--- config.mk ---
export PLATFORM = sky130hd
export DESIGN_NAME = seq_multiplier_n
export DESIGN_NICKNAME = d
export VERILOG_FILES = /design/src/rtl/seq_multiplier_n.sv
export SDC_FILE = /design/constraint.sdc
export NUM_CORES = 1
export LEC_CHECK = 0
export ABC_AREA = 1
export CAP_MARGIN = 20
export CORE_MARGIN = 2
export CORE_UTILIZATION = 43
export DETAILED_ROUTE_END_ITERATION = 16
export GPL_TIMING_DRIVEN = 0
export MAX_ROUTING_LAYER = met4
export PLACE_DENSITY = 0.65
export SLEW_MARGIN = 20
export SYNTH_ARGS = -nofsm -noshare
export SYNTH_HDL_FRONTEND = slang
export SYNTH_SLANG_ARGS = --single-unit
--- constraint.sdc ---
create_clock -name io_clk -period 1.61 [get_ports io_clk]
set_input_delay 0.322 -clock io_clk [delete_from_list [all_inputs] [get_ports io_clk]]
set_output_delay 0.322 -clock io_clk [all_outputs]
set_load 0.05 [all_outputs]
--- src/rtl/seq_multiplier_n.sv ---
// Sequential shift-add multiplier: one multiplier bit per clock, WIDTH-cycle fixed latency.
// Define SEQ_MULT_SIGNED_EN to treat io_A/io_B as two's complement (sign-magnitude internally).
module seq_multiplier_n #(
   parameter int WIDTH = 4
) (
   input  logic               io_clk,
   input  logic               io_rst,
   input  logic               io_start,
   input  logic [WIDTH-1:0]   io_A,
   input  logic [WIDTH-1:0]   io_B,
   output logic               io_busy,
   output logic               io_done,
   output logic [2*WIDTH-1:0] io_Product
);

   localparam int PW = 2 * WIDTH;
   localparam int CW = $clog2(WIDTH) + 1;

   typedef enum logic [1:0] {
      S_IDLE = 2'd0,
      S_BUSY = 2'd1,
      S_DONE = 2'd2
   } state_t;

   state_t           r_state;
   state_t           w_next;
   logic [PW-1:0]    r_mcand;
   logic [PW-1:0]    r_acc;
   logic [PW-1:0]    r_prod;
   logic [PW-1:0]    w_acc_sum;
   logic [PW-1:0]    w_result;
   logic [WIDTH-1:0] r_mplier;
   logic [WIDTH-1:0] w_a_mag;
   logic [WIDTH-1:0] w_b_mag;
   logic [CW-1:0]    r_cnt;
   logic             w_accept;
   logic             w_last;

   // Valid/ready: a request is taken on any edge where io_start=1 and the block is not BUSY.
   assign w_accept  = io_start && (r_state != S_BUSY);
   assign w_last    = (r_cnt == CW'(WIDTH - 1));
   assign w_acc_sum = r_acc + (r_mplier[0] ? r_mcand : '0);

`ifdef SEQ_MULT_SIGNED_EN
   logic r_sign;

   // Negating the most-negative value yields the same bit pattern, which is its correct magnitude.
   assign w_a_mag  = io_A[WIDTH-1] ? -io_A : io_A;
   assign w_b_mag  = io_B[WIDTH-1] ? -io_B : io_B;
   assign w_result = r_sign ? -w_acc_sum : w_acc_sum;

   always_ff @(posedge io_clk or posedge io_rst) begin
      if (io_rst) begin
         r_sign <= 1'b0;
      end else if (w_accept) begin
         r_sign <= io_A[WIDTH-1] ^ io_B[WIDTH-1];
      end
   end
`else
   assign w_a_mag  = io_A;
   assign w_b_mag  = io_B;
   assign w_result = w_acc_sum;
`endif

   always_ff @(posedge io_clk or posedge io_rst) begin
      if (io_rst) begin
         r_state <= S_IDLE;
      end else begin
         r_state <= w_next;
      end
   end

   always_comb begin
      w_next  = r_state;
      io_busy = 1'b0;
      io_done = 1'b0;
      case (r_state)
         S_IDLE: begin
            if (io_start) w_next = S_BUSY;
         end
         S_BUSY: begin
            io_busy = 1'b1;
            if (w_last) w_next = S_DONE;
         end
         S_DONE: begin
            io_done = 1'b1;
            w_next  = io_start ? S_BUSY : S_IDLE;
         end
         default: w_next = S_IDLE;
      endcase
   end

   // The final iteration's sum goes straight to the product register, so no partial sum is ever visible.
   always_ff @(posedge io_clk or posedge io_rst) begin
      if (io_rst) begin
         r_mcand  <= '0;
         r_mplier <= '0;
         r_acc    <= '0;
         r_cnt    <= '0;
         r_prod   <= '0;
      end else if (w_accept) begin
         r_mcand  <= PW'(w_a_mag);
         r_mplier <= w_b_mag;
         r_acc    <= '0;
         r_cnt    <= '0;
      end else if (r_state == S_BUSY) begin
         r_acc    <= w_acc_sum;
         r_mcand  <= r_mcand << 1;
         r_mplier <= r_mplier >> 1;
         r_cnt    <= r_cnt + CW'(1);
         if (w_last) r_prod <= w_result;
      end
   end

   assign io_Product = r_prod;

endmodule

Word level (Yosys, flattened, before mapping)
Cells that the tools add are included.

Flip-flop bits (word level): 33. Latch bits: 0. RAM bits: 0. ROM bits: 0. Input bits: 11. Output and inout bits: 10. Logic and storage cells: 35. Memories: 0.

Add/sub/neg operators: 2. Multiply operators: 0. Divide/modulo/power cells: 0. $lt $le $gt $ge: 0. Eq/ne operators: 6. Shift operators: 0. Multiplexer cells: 15. Bitwise operators: 1. Reduce and logical (&&, ||, !) cells: 5.

Operator list (count): two-way mux 8 bit (5); adder 8 bit (1); two-way mux 4 bit (2); two-way mux 3 bit (2); one-hot mux 2 bit (3 select lines) (1); two-way mux 2 bit (2); inequality test 2 bit, second input constant (2); adder 3 x 1 -> 3 bit, second input constant (1); == test 3 x 2 -> 1 bit, second input constant (1); two-way mux 1 bit (3); AND reduction 3 bit (1); == test 2 x 1 -> 1 bit, second input constant (1); == test 2 bit, second input constant (1); logical NOT 2 bit (1); inequality test 2 x 1 -> 1 bit, second input constant (1); AND reduction 2 bit (1); nonzero test 2 bit (1); logical AND 1 bit (1); NOT 1 bit (1).

Longest topological paths before layout
Gate-level depths: netlist of run 1.

Word-level depth: 4. Mapped depth: 14. Depth with buffers taken out: 13.

Worst setup path before layout of run 1
No wires, ideal clock.

Kind: register to register. From: register r_mplier[0]. To: register r_acc[6]. Library setup time: 118 ps. Arrival time: 1585 ps. Data required time: 1492 ps. Setup slack: -93 ps. Cell stages (with the launch flop): 15. Buffers on the path: 1. Clock period less this slack: 1703 ps. Cells stage by stage: dfrtp_1 > buf_2 > nand2_1 > inv_1 > ha_1 > inv_1 > fa_1 > inv_1 > nand2_1 > nand2_1 > nand3b_1 > nand2_1 > nand2_1 > nand3_1 > nand2_1.

Cells in the longest elaborated chain, start to end: 4.

Ends and longest elaborated chain: start: declaration (line 32) `logic [WIDTH-1:0] r_mplier;`; start signal: assignment (line 103) `r_mplier <= w_b_mag;`; start signal: assignment (line 109) `r_mplier <= r_mplier >> 1;`; two-way mux 8 bit (line 42) `assign w_acc_sum = r_acc + (r_mplier[0] ? r_mcand : '0);`; adder 8 bit (line 42); two-way mux 8 bit (line 106) `end else if (r_state == S_BUSY) begin`; two-way mux 8 bit (line 101) `end else if (w_accept) begin`; end signal: assignment (line 107) `r_acc <= w_acc_sum;`; end: declaration (line 28) `logic [PW-1:0] r_acc;`.

Every way passes these cells. The select of a mux whose other input is x is not followed. A chain may end at the register's enable or synchronous reset.

Worst setup path after layout of run 1
From: register r_mplier[0]. To: register r_prod[4], in the netlist io_Product[4].

Cells in the longest elaborated chain, start to end: 2.

Ends and longest elaborated chain: two-way mux 8 bit (line 42); adder 8 bit (line 42); end signal: assignment (line 111) `if (w_last) r_prod <= w_result;`; end: declaration (line 29) `logic [PW-1:0] r_prod;`.

Every way passes these cells.

==> out/qor.yml, run 1 <==
multi_input_comb_area_um2: 841
setup_viol: 10
fillers: 329
synth_area_per_cell_um2: 8.27
ys_warn_count: 0
fin_crit_ps: 1760
p_sw_mw: 1.89
swShare_pct: 41.0
rsz0062_at_grt: "yes"
utilization_pct: 61.9
holdWs_ps: 451
vdd_drop_max_mv: 1.14
clk_latency_ps: 290
reg2reg_from: "r_mplier[0]$_DFFE_PP0P_"
fin_skew_ps: 4.84
crit_fanout: 6
first_pass_iters: 4
power_mw: 4.60
cts_root_buf: "clkbuf_8"
synth_common_cells: "nand2_1, dfrtp_1, inv_1"
reg2reg_setup_slack_ps: -150
syn-cell-area_um2: 1690
n_antenna_cell: 0
wire_per_inst_um: 12.5
ff_latch_area_um2: 826
cp.arrival_ps: 1940
cts.path.max_buffers: 2
synth.most_common_cell: "nand2_1"
die_w_um: 66.6
fin_ws_ps: -148
yosys_most_used_dff: "dfrtp_1"
synth_enable_flop_cells: 0
cts_sinks: 33
timing.final.crit_share_pct: 109
hp-class: "input port to async pin"
core-area_um2: 3720
cts_hold_buf: 0
drtIter0Drc: 72
cts_tree: "yes"
tightest_slew_ps: 672
std_cell_rows: 22
yosysTopAreaCell: "dfrtp_1"
ff2ff_path_depth: 13
gp_congestion: 0.819
seqPwrFrac_pct: 30.4
area_growth_pct: 36.4
synth_seq_area_share_pct: 49.0
path_clk_slew_ps: 70
start_util_pct: 45.4
fmax_mhz: 569
port_buffers: 20
syn_nets: 225
drt-total-wl_mm: 3.62
p_int_mw: 2.71
criticalPathCategory: "flop to flop"
synth_cell_type_count: 24
grt_start_max_net_pins: 34
endpoint_kind: "flop"
grt_pass1_vias: 1363
async_reset_ff_share_pct: 100
power_density_nw_per_um2: 2000
final_hold_viol_count: 0
slew_headroom_pct: 55.2
drive_above_1_share_pct: 25.7
pwr-share-comb_pct: 49.2
grt_pass1_wl_mm: 6.20
antenna_found_initial: 0
status: "complete, but fails checks"
ys_top_cells_by_area: "dfrtp_1, nand2_1, ha_1"
vias: 1350
worstSetupStartpointType: "flop"
failed_checks: "negative setup slack"
ios: 21
drv_slew: 0
power.share.clock_pct: 20.4
die_y_um: 66.6
fin_nets: 261
overflow: 0
p_leak_nw: 1.21
r2r-end: "io_Product[4]$_DFFE_PP0P_"
postRouteAntennaNets: 0
fin_tns_setup_ps: -743
die-area_um2: 4440
yosysTopAreaCellShare_pct: 49.0
cts_inserted_buffers: 5
synthCells: 204
viasPerCell: 4.67
synth_seq_cells: 33
hpwl_mm: 2.36
cp_data_required_time_ps: 1790
drc: 0
maxCapViolCount: 0
dp_worst_setup_slack_ps: -364
cts-htree-levels: 2
grt_usage_pct: 19.5
stage by stage:
step           cell area, um2  std cells
3_3_place_gp             1960        272
4_1_cts                  2220        285
2_1_floorplan            1700        204
3_5_place_dp             1960        272
5_1_grt                  2300        289
6_report                 2300        289
sequential cells by signal (all words and copies together), names as in the netlist:
signal	cells
io_Product	8
r_acc	8
r_cnt	3
r_mcand	8
r_mplier	4
r_state	2
cell families after synthesis:
kind of cell,count (synthesis),share of synthesized area [%]
fa+ha+maj,10,7.86
flops,33,49.0
xor+xnor,2,1.04
buf+inv,40,9.42
simple gates,97,24.1
compound gates,22,8.61
power groups by stage:
stage	Combinational, mW	Clock (mW)	Sequential (mW)
3_3_place_gp	1.89	0	1.36
6_report	2.26	0.937	1.40
5_1_grt	2.50	1.00	1.44
2_1_floorplan	1.12	0	1.63
4_1_cts	2.09	0.956	1.39
3_5_place_dp	1.91	0	1.37
what timing repair did:
action / CTS / global route
endpoints found under the setup margin: 19 / 12
pin swaps: 13 / 12
setup buffers: 5 / 4
gates resized for setup: 38 / 14
cells in the final DEF, fill, tap and decap left out, types with 3 or more instances in the layout:
cell,n
nand2_1,58
o221ai_1,3
ha_4,6
nor2_1,4
o21ai_0,3
ha_1,3
nand3_1,12
buf_2,3
o22ai_1,6
clkdlybuf4s50_1,10
buf_4,8
nand2_2,10
nand3_2,4
a22o_1,3
dfrtp_1,33
dlygate4sd2_1,8
inv_1,23
clkbuf_8,5
inv_2,11
metal layers:
metal | GRT usage (%) | routed length, um | share of wire, % | up-vias
met5 | - | 0 | 0 | -
met4 | 6.38 | 19 | 0.52 | 0
met3 | 7.77 | 165 | 4.6 | 2
met2 | 28.9 | 1680 | 46 | 28
met1 | 24.5 | 1760 | 49 | 605
li1 | - | - | - | 715
worst max-delay path: stages (launching register included):
cell	delay, ps
dfrtp_1	370
buf_6	130
nand2_2	50
inv_2	40
ha_4	150
inv_2	50
fa_2	210
inv_2	40
nand2_2	50
nand2_2	50
and2_4	130
or2_1	240
nand3_1	80
nand2_1	50
worst max path at each step:
stage | startpoint | to | slack, ps
after floorplan | r_mplier[0]$_DFFE_PP0P_ | r_acc[4]$_DFFE_PP0P_ | -70
after global placement | r_state[1]$_DFFE_PP0P_ | io_busy | -370
after detailed placement | r_state[1]$_DFFE_PP0P_ | io_busy | -360
after CTS | r_mplier[0]$_DFFE_PP0P_ | r_acc[4]$_DFFE_PP0P_ | -160
after global routing | r_mplier[0]$_DFFE_PP0P_ | io_Product[4]$_DFFE_PP0P_ | -220
final | r_mplier[0]$_DFFE_PP0P_ | io_Product[4]$_DFFE_PP0P_ | -150
area by class of cell:
| cell class | count | area share, % |
|---|---|---|
| multi-input combinational | 131 | 36.5 |
| sequential | 33 | 35.9 |
| timing repair buffer | 29 | 11.6 |
| inverter | 34 | 5.55 |
| clock buffer | 5 | 2.99 |
| clock inverter | 3 | 2.83 |
| tap | 48 | 2.61 |
| buffer | 6 | 1.96 |
(Power assumes the default switching activity.)
==> inputs of run 2 (changes only) <==
- CORE_MARGIN: 2 -> 5
==> out/qor.yml, run 2 (same netlist as run 1, synthesis figures left out) <==
status: "complete, but fails checks"
failed_checks: "negative setup slack"
criticalPathCategory: "flop to flop"
drv_slew: 0
tightest_slew_ps: 684
viasPerCell: 4.85
utilization_pct: 62.7
slowest_stage: "dfrtp_1"
std_cell_rows: 22
top_layer_used: "met4"
rsz0062_at_grt: "yes"
drt-total-wl_mm: 3.89
grt_usage_pct: 16.4
crit_fanout: 6
die_y_um: 72.6
endpoint_kind: "flop"
fmax_mhz: 567
hpwl_mm: 2.37
design_area_um2: 2350
crit_top_cell: "buf_6"
reg2reg_setup_slack_ps: -150
drtIter0Drc: 74
dr_wl_met2_mm: 1.90
drive_above_1_share_pct: 28.0
cts_hold_buf: 0
cp_data_required_time_ps: 1780
n_antenna_cell: 0
start_util_pct: 45.1
final_common_cell: "nand2_1"
p_sw_mw: 1.95
power_density_nw_per_um2: 1930
final_hold_viol_count: 0
cp.arrival_ps: 1930
die-area_um2: 5280
drc: 0
crit_path_max_incr_delay_ps: 370
maxCapViolCount: 0
worstSetupStartpointType: "flop"
cts_root_buf: "clkbuf_8"
wire_per_inst_um: 13.4
wl_met3_um: 123
setup_viol: 7
vias: 1412
first_pass_iters: 4
area_growth_pct: 39.2
critPathBufInv: 4
fin_crit_ps: 1760
pwr-share-comb_pct: 53.8
reg2reg_from: "r_mplier[0]$_DFFE_PP0P_"
die_w_um: 72.6
fin_nets: 263
power_mw: 4.53
core-area_um2: 3740
stdcell_count: 291
path_clk_slew_ps: 70
grt_start_max_net_pins: 34
cts_inserted_buffers: 5
gp_congestion: 0.759
postRouteAntennaNets: 0
port_buffers: 20
slew_headroom_pct: 54.3
seqPwrFrac_pct: 30.9
overflow: 0
antenna_found_initial: 0
path_delay_family: "simple AND/OR/NAND/NOR gates"
final_cell_mix: "nand2_1, dfrtp_1, inv_1"
swShare_pct: 43.1
cts-htree-levels: 2
clk_latency_ps: 280
cts_tree: "yes"
cts_sinks: 33
power.share.clock_pct: 15.3
dp_worst_setup_slack_ps: -354
grt_pass1_wl_mm: 6.40
holdWs_ps: 462
wl_met1_mm: 1.83
timing.final.crit_share_pct: 109
fin_skew_ps: 8.15
placed_cells: 272
worstPathCellList: "buf_6 -> buf_6 -> buf_6 -> nand2_4 -> inv_4 -> ha_4 -> nand2_4 -> nor2_4 -> nand3_4 -> nand2_2 -> nand2_2 -> nand3_2 -> nand2_1"
ios: 21
fin_tns_setup_ps: -722
p_leak_nw: 1.24
vdd_drop_max_mv: 1.06
grt_pass1_vias: 1350
fin_ws_ps: -152
postPlaceCellArea_um2: 1960
p_int_mw: 2.58
cp-startpoint: "r_mplier[0]$_DFFE_PP0P_"
cts.path.max_buffers: 2
hp-class: "input port to async pin"
[run 2: changes by cell type in the layout (fill, tap and decap cells not counted), moves of 2 or more]
cell,change
buf_6,+2
nand2_4,+2
nand2_1,-2
clkbuf_8,+2
bufinv_16,-2
[run 2: path summary, 6_finish.rpt]
check / to / cells after the start
min: r_mcand[0]$_DFFE_PP0P_ / 2
max: r_acc[7]$_DFFE_PP0P_ / 13
max in group asynchronous: r_mcand[7]$_DFFE_PP0P_ / 2
max reg2reg: r_acc[7]$_DFFE_PP0P_ / 13
min in group io_clk: io_Product[4]$_DFFE_PP0P_ / 2
min reg2reg: io_Product[4]$_DFFE_PP0P_ / 2
[run 2: timing repair]
action                                  in CTS  in global routing
buffers inserted                             5                  7
endpoints found under the setup margin      19                 12
cloned                                       0                  0
pin swaps                                    9                 13
endpoints found under the hold margin        0                  0
resized for setup                           29                 37
[run 2: power groups by stage]
stage | clock, mW | sequential (mW) | combinational (mW)
floorplan | 0 | 1.63 | 1.12
global placement | 0 | 1.36 | 1.89
CTS | 0.719 | 1.38 | 2.04
global route | 0.757 | 1.45 | 2.66
detailed placement | 0 | 1.37 | 1.91
finish | 0.694 | 1.40 | 2.44
[run 2: final cells by class]
type                            count  area (um2)
Fill cell                         341        1400
Multi-Input combinational cell    131         895
Sequential cell                    33         826
Timing Repair Buffer               31         290
Inverter                           34         130
Clock buffer                        7        96.3
Tap cell                           48        60.1
Buffer                              6        45.0
Clock inverter                      1        5.00
[run 2: metal layers]
| layer | up-vias | GRT usage [%] |
|---|---|---|
| met1 | 665 | 20.3 |
| met4 | 0 | 5.53 |
| met2 | 24 | 25.2 |
| li1 | 719 | - |
| met3 | 4 | 5.23 |
| met5 | - | - |
